===== config.mk =====
export PLATFORM = sky130hd
export DESIGN_NAME = mmio_responder
export DESIGN_NICKNAME = d
export VERILOG_FILES = /design/src/rtl/mmio_responder.sv
export SDC_FILE = /design/constraint.sdc
export NUM_CORES = 1
export LEC_CHECK = 0
export CAP_MARGIN = 20
export CORE_UTILIZATION = 39
export DETAILED_ROUTE_END_ITERATION = 10
export HOLD_SLACK_MARGIN = 0.12
export PLACE_DENSITY = 0.73
export SETUP_SLACK_MARGIN = 0.3
export SLEW_MARGIN = 5
export SYNTH_ARGS = -nofsm -noshare
export SYNTH_HDL_FRONTEND = slang
export SYNTH_SLANG_ARGS = --single-unit

===== constraint.sdc =====
create_clock -name clk -period 1.9 [get_ports clk]
set_input_delay 0.38 -clock clk [delete_from_list [all_inputs] [get_ports clk]]
set_output_delay 0.38 -clock clk [all_outputs]
set_load 0.02 [all_outputs]

===== src/rtl/mmio_responder.sv =====
// rtl/mmio_responder.sv - memory-mapped I/O window: input sync/change flags, output latch, 4-deep TX FIFO, reload timer
module mmio_responder #(
    parameter logic [3:0] BASE = 4'hF
) (
    input  logic       clk,
    input  logic       rst,
    input  logic [7:0] addr,
    input  logic [7:0] wdata,
    input  logic       memWrite,
    output logic [7:0] rdata,
    output logic       sel,
    output logic       memWe,
    input  logic [7:0] inputPort,
    output logic [7:0] outputPort,
    output logic [7:0] txData,
    output logic       txValid,
    input  logic       txReady
);
    logic [3:0] offset;
    logic       wrEn;
    logic       wrInChg, wrOut, wrTx, wrStatus, wrReload;

    logic [7:0] syncA, syncB, inChg, outReg;
    logic [7:0] fifoMem [4];
    logic [1:0] rdPtr, wrPtr;
    logic [2:0] count;
    logic       ovf, tmr;
    logic [7:0] reload, tmrCount;

    logic       full, empty, pop, push, ovfSet, tmrSet;
    logic [7:0] status;

    assign offset   = addr[3:0];
    assign sel      = (addr[7:4] == BASE);
    assign memWe    = memWrite & ~sel;
    assign wrEn     = sel & memWrite;
    assign wrInChg  = wrEn && (offset == 4'h1);
    assign wrOut    = wrEn && (offset == 4'h2);
    assign wrTx     = wrEn && (offset == 4'h3);
    assign wrStatus = wrEn && (offset == 4'h4);
    assign wrReload = wrEn && (offset == 4'h5);

    assign full    = (count == 3'd4);
    assign empty   = (count == 3'd0);
    assign pop     = ~empty & txReady;
    // A full FIFO still accepts a push when the head leaves on the same edge.
    assign push    = wrTx && (~full || pop);
    assign ovfSet  = wrTx && full && ~pop;
    assign tmrSet  = ~wrReload && (reload != 8'd0) && (tmrCount == 8'd1);

    assign txValid    = ~empty;
    assign txData     = empty ? 8'h00 : fifoMem[rdPtr];
    assign outputPort = outReg;
    assign status     = {1'b0, count, tmr, ovf, full, empty};

    always_comb begin
        rdata = 8'h00;
        if (sel) begin
            case (offset)
                4'h0:    rdata = syncB;
                4'h1:    rdata = inChg;
                4'h2:    rdata = outReg;
                4'h4:    rdata = status;
                4'h5:    rdata = reload;
                4'h6:    rdata = tmrCount;
                default: rdata = 8'h00;
            endcase
        end
    end

    always_ff @(posedge clk or negedge rst) begin
        if (!rst) begin
            syncA <= 8'h00;
            syncB <= 8'h00;
            inChg <= 8'h00;
            outReg <= 8'h00;
        end else begin
            syncA <= inputPort;
            syncB <= syncA;
            // Change detect compares the sample entering stage two against its current value.
            inChg <= (syncA ^ syncB) | (inChg & ~(wrInChg ? wdata : 8'h00));
            if (wrOut)
                outReg <= wdata;
        end
    end

    always_ff @(posedge clk) begin
        if (push)
            fifoMem[wrPtr] <= wdata;
    end

    always_ff @(posedge clk or negedge rst) begin
        if (!rst) begin
            rdPtr <= 2'd0;
            wrPtr <= 2'd0;
            count <= 3'd0;
            ovf   <= 1'b0;
        end else begin
            if (push)
                wrPtr <= wrPtr + 2'd1;
            if (pop)
                rdPtr <= rdPtr + 2'd1;
            case ({push, pop})
                2'b10:   count <= count + 3'd1;
                2'b01:   count <= count - 3'd1;
                default: count <= count;
            endcase
            ovf <= ovfSet | (ovf & ~(wrStatus & wdata[2]));
        end
    end

    always_ff @(posedge clk or negedge rst) begin
        if (!rst) begin
            reload   <= 8'h00;
            tmrCount <= 8'h00;
            tmr      <= 1'b0;
        end else begin
            if (wrReload) begin
                reload   <= wdata;
                tmrCount <= wdata;
            end else if (reload != 8'd0) begin
                tmrCount <= (tmrCount > 8'd1) ? tmrCount - 8'd1 : reload;
            end
            tmr <= tmrSet | (tmr & ~(wrStatus & wdata[3]));
        end
    end
endmodule


* Word-level counts from Yosys, hierarchy flattened *
Memories as Yosys holds them, arrays and structs flattened.
Index checks and enable logic that the tools add are counted.

storage, ports and cells
  output and inout bits = 27
  bits in registers = 57
  memories kept = 1
  word-level logic and storage cells = 75
  input bits = 28
  memory bits (writable) = 32

memories
  name     words  bits a word  rd ports  clocked after Yosys merged registers in  wr ports  line  source
  fifoMem  4      8            1         0                                        1         24    logic [7:0] fifoMem [4];

cells by class
  reduce and logical (&&, ||, !) cells = 16
  magnitude comparators = 1
  equal/unequal tests = 11
  multiplexer cells = 10
  $add $sub $neg = 5
  bitwise logic cells = 20

operator list
  cell                                                 count
  2-to-1 mux 8 bit                                     6
  case mux 8 bit (6 select lines)                      1
  == test 4 x 3 -> 1 bit (second input constant)       3
  logical AND 1 bit                                    10
  AND 8 bit                                            1
  == test 4 x 2 -> 1 bit (second input constant)       2
  == test 8 x 1 -> 1 bit (second input constant)       1
  > comparator 8 x 1 -> 1 bit (second input constant)  1
  inverter 8 bit                                       1
  bitwise OR 8 bit                                     1
  nonzero test 8 bit                                   1
  subtractor 8 x 1 -> 8 bit (second input constant)    1
  bitwise XOR 8 bit                                    1
  AND 1 bit                                            7
  inverter 1 bit                                       7
  case mux 3 bit (2 select lines)                      1
  adder 2 x 1 -> 2 bit (second input constant)         2
  == test 4 x 1 -> 1 bit (second input constant)       1
  == test 4 bit (second input constant)                1
  logical NOT 4 bit                                    1
  nonzero test 2 bit                                   2
  adder 3 x 1 -> 3 bit (second input constant)         1
  == test 3 bit (second input constant)                1
  logical NOT 3 bit                                    1
  6 further kinds                                      8

* Depth between registers and ports, before layout *
Gate-level depths: netlist of the first run.

  depth in word-level cells = 7
  depth in mapped cells = 11
  depth with buffers taken out = 9

* Worst setup path before layout of the first run *
No wires, ideal clock.

  kind = reg-to-reg
  start = register count[0]
  end = register count[1]
  slack = -0.440 ns
  path buffers = 2
  stages on the path, launching flop included = 11
  data arrival time = 2.216 ns
  period minus slack after synthesis = 2.340 ns
  required time = 1.776 ns
  setup time = 0.124 ns
  path through = dfrtp_1 > clkbuf_1 > nor3_1 > inv_1 > clkbuf_1 > nand2_1 > nor2_1 > fa_1 > a21oi_1 > nor2b_1 > a211o_1

on the way
  cells in the longest elaborated chain, start to end = 7
  elaborated cells between the ends (all ways) = 13
  classes of those cells = 2 x add/sub; 3 x eq/ne; 1 x mux; 3 x bitwise; 4 x reduce/logical

ends and longest elaborated chain
  element                                                                line  source
  from (decl)                                                            26    logic [2:0] count;
  from (signal assigned)                                                 104   2'b10: count <= count + 3'd1;
  from (signal assigned)                                                 105   2'b01: count <= count - 3'd1;
  from (signal assigned)                                                 106   default: count <= count;
  logical NOT 3 bit *                                                    44    assign empty = (count == 3'd0);
  inverter 1 bit *                                                       -
  net txValid                                                            16    output logic txValid,
  AND 1 bit *                                                            45    assign pop = ~empty & txReady;
  logical OR 1 bit                                                       47    assign push = wrTx && (~full || pop);
  logical AND 1 bit                                                      47
  == test 2 x 1 -> 1 bit or == test 2 bit (tied branches)                103   case ({push, pop})
  case mux 3 bit (2 select lines) or nonzero test 2 bit (tied branches)  -

Mark *: on every way through the listed nets, which the timed path passes. The rest lies on a longest branch.
A chain may end at the register's enable or synchronous reset.

* Worst setup path after layout of the first run *
  start = register outReg[0], in the netlist outputPort[0]
  end = output rdata[0]

on the way
  cells in the longest elaborated chain, start to end = 2

ends and longest elaborated chain
  element                          line  source
  from (decl)                      23    logic [7:0] syncA, syncB, inChg, outReg;
  from (signal assigned)           83    outReg <= wdata;
  case mux 8 bit (6 select lines)  59    case (offset)
  2-to-1 mux 8 bit                 58    if (sel) begin
  to (decl)                        10    output logic [7:0] rdata,

Every way passes these cells.

==> metrics, run 1 <==
Worst-path clk slew 110 ps; number of max-cap violations 0; Max Slew Vio Count 0; RSZ-0062 raised after global routing yes; worst-path maximum fanout 2; failing checks setup timing; GRT overflow 0; Worst R2R Start count[1]$_DFFE_PN0P_; Post-Route Setup TNS -2740 ps; Final WS setup -330 ps; post-synthesis xor/xnor area fraction 2.41%; grt peak-use layer met2; Die H 108 um; Synth Flop Type dfrtp_1; Finished Cell Area 6900 um^2; Port Buf Inserts 54; Starting Density 40.2%; type of the tightest min-delay check reg2reg; first-pass GRT wire length 20,700 um; Async S/R FF share, synth 64.0%; Final Skew 18.8 ps; Synth Area in Compound Gates 11.2%; Tot GR Track Use 24.1%; cell taking the most area after synthesis dfrtp_1; PD cells 1050 nW/um^2; Setup Viol. Count Final 17; Rows 38; DIE WIDTH 108 um; synth top area cells dfrtp_1, edfxtp_1, nand2_1; detailed-route via count 3,844; post-layout min period 2230 ps; share of cells above drive strength 1 51.9%; top achievable clock speed 448 MHz; Mapped Cells 378; Syn Std Cell Area 4360 um^2; yosys warns 0; DP HPWL 8670 um; post-placement cell count 645; vias in the first global route 3,935; r2r setup slk -130 ps; WL final 13,700 um; Req. time, crit path 1520 ps; largest family of logic cells by synthesized area simple AND/OR/NAND/NOR gates; grt met1 use 27.9%; CTS Buf Count 9; DRC Markers 0; I/O Pins 55; Die Footprint 11,600 um^2; #FFs+latches synth 89; M2 GR Usage 42.8%; Setup CP Type reg2out; nets 587; Synth Area in Simple Gates 16.1%; type of origin of the critical path flop; CTS H-tree depth 3; via/cell ratio 5.52; period utilisation layout 117%; Syn Area/Cell 11.5 um^2; Sinks on Clock Net 89; post-synthesis sequential area ratio 54.8%; Layout area overhead 58.3%; Longest Clk Path Bufs 2; r2r endpoint count[1]$_DFFE_PN0P_; top cells by count, synth dfrtp_1, nand2_1, edfxtp_1; remaining antenna violation count 0; core footprint 10,800 um^2; post-synthesis mux area share 10.1%; Layout Cells excl Fill 697; Hold WS 406 ps; initial antenna violation count 0; Worst setup EP type primary output; Synth Area in Adders 2.18%; n_diodes 0; Starting DRT DRC Count 242; TritonCTS clock tree done; share of the synthesized area in the top cell type 32.7%; Fill cells 816; routed len/inst 19.7 um; Yosys cell types 55; Final Hold Fails 0; WHS Path Cells 0; Hold Path End syncB[4]$_DFF_PN0_; router iterations before antenna repair 5; largest net degree at the start of global routing 58; Synthesized Nets 413; M3 GR Usage 5.21%; Max IR drop VDD 0.000684 V; dpl cell area 5800 um^2; clock root buffer clkbuf_8; Leak 2.91 nW; routability cong. 0.950; Post-synth EDFFs 32; HP Start syncA[4]$_DFF_PN0_; worst slew pin tran 450 ps; Clk Latency, worst-skew pair 380 ps; outcome finished with violations; crit path DAT 1850 ps; top-count cell post-synth dfrtp_1; worst r2r path cells 8; Relative slew margins 69.9%
layer usage:
layer / wire (um) / part of all wire, % / vias up
met1: 5270 / 38 / 1878
met4: 532 / 3.9 / 0
li1: - / - / 1741
met3: 843 / 6.2 / 42
met2: 7060 / 52 / 183
met5: 0 / 0 / -
critical path, stage by stage, from the launching register on:
cell and delay (ps):
dfrtp_1 390, mux2_4 260, a22o_1 220, a222oi_1 400, nor2_2 60, buf_6 140
registers in the layout, indices dropped and copies added (netlist names):
register    cells
syncA           8
reload          8
count           3
outputPort      8
tmr             1
syncB           8
inChg           8
wrPtr           2
fifoMem        32
ovf             1
tmrCount        8
rdPtr           2
report_power, final:
part,total (mW),switching (mW),internal [mW]
sequential,2.41,0.242,2.17
combinational,3.47,1.62,1.86
clock,1.34,0.812,0.528
total,7.23,2.67,4.56
placed cells by master, fill, tap and decap left out, types with 6 or more instances in the layout:
cell	n
and2_4	11
nor2_4	6
mux2_4	12
a21o_1	9
mux4_2	8
o21ai_1	8
a21oi_1	7
buf_2	14
clkbuf_8	9
nand2_1	49
edfxtp_1	32
dfrtp_1	54
xor2_1	8
mux2i_1	6
nor2_1	14
buf_6	50
clkdlybuf4s50_1	17
buf_4	85
nor2_2	7
metrics by stage:
step / setup slack, ps / power, mW / utilization (%)
6_report: -330 / 7.23 / 63.7
3_3_place_gp: -955 / 4.79 / 53.5
5_1_grt: -426 / 7.56 / 63.7
4_1_cts: -321 / 6.87 / 61.4
2_1_floorplan: -129 / 3.84 / -
3_5_place_dp: -997 / 4.87 / 53.5
repair_timing:
item | 4_1_cts | 5_1_grt
resized for setup | 276 | 47
setup endpoints to repair | 98 | 82
hold endpoints to repair | 57 | 0
pin swaps | 40 | 27
hold buffers | 1 | 0
buffers inserted | 16 | 14
cloned | 5 | 0
worst max-delay path by stage:
stage	startpoint	end	slack, ps	depth (start not counted)
after floorplan	count[0]$_DFFE_PN0P_	count[1]$_DFFE_PN0P_	-130	10
after global placement	addr[2]	rdata[2]	-950	8
after detailed placement	addr[2]	rdata[6]	-1000	8
after CTS	outputPort[0]$_DFFE_PN0P_	rdata[0]	-320	5
after global routing	tmrCount[0]$_DFFE_PN0P_	rdata[0]	-430	5
final	outputPort[0]$_DFFE_PN0P_	rdata[0]	-330	5
cell type report:
cell class	instances	area [um^2]	share of cell area (%)
Inverter	9	41.3	0.598
Clock inverter	7	78.8	1.14
Timing Repair Buffer	183	1690	24.4
Sequential cell	89	2390	34.7
Tap cell	140	175	2.54
Clock buffer	9	124	1.80
Multi-Input combinational cell	260	2400	34.8
cells by family (layout without fill, tap and decap cells):
| kind of cell | count (synthesis) | count (layout) |
|---|---|---|
| xor gates and xnor gates | 12 | 12 |
| muxes | 32 | 32 |
| buffers and inverters | 30 | 208 |
| adders and majority gates | 7 | 7 |
| and+or+nand+nor | 139 | 140 |
| AOI/OAI and AO/OA | 69 | 69 |
| DFF | 89 | 89 |
Power figures use the tool's default switching activity.
==> run 2: changes to the inputs <==
--- a/config.mk
+++ b/config.mk
@@ -7,6 +7,7 @@
 export LEC_CHECK = 0
 export CAP_MARGIN = 20
 export CORE_UTILIZATION = 39
+export CTS_CLUSTER_SIZE = 20
 export DETAILED_ROUTE_END_ITERATION = 10
 export HOLD_SLACK_MARGIN = 0.12
 export PLACE_DENSITY = 0.73
==> results of run 2 <==
Final layout, timing and power as in run 1 (identical DEF).
==> run 3: changes to the inputs <==
--- a/config.mk
+++ b/config.mk
@@ -12,7 +12,7 @@
 export HOLD_SLACK_MARGIN = 0.12
 export PLACE_DENSITY = 0.73
 export SETUP_SLACK_MARGIN = 0.3
-export SLEW_MARGIN = 5
+export SLEW_MARGIN = 20
 export SYNTH_ARGS = -nofsm -noshare
 export SYNTH_HDL_FRONTEND = slang
 export SYNTH_SLANG_ARGS = --single-unit
==> results of run 3 <==
Final layout, timing and power as in run 1 (identical DEF).
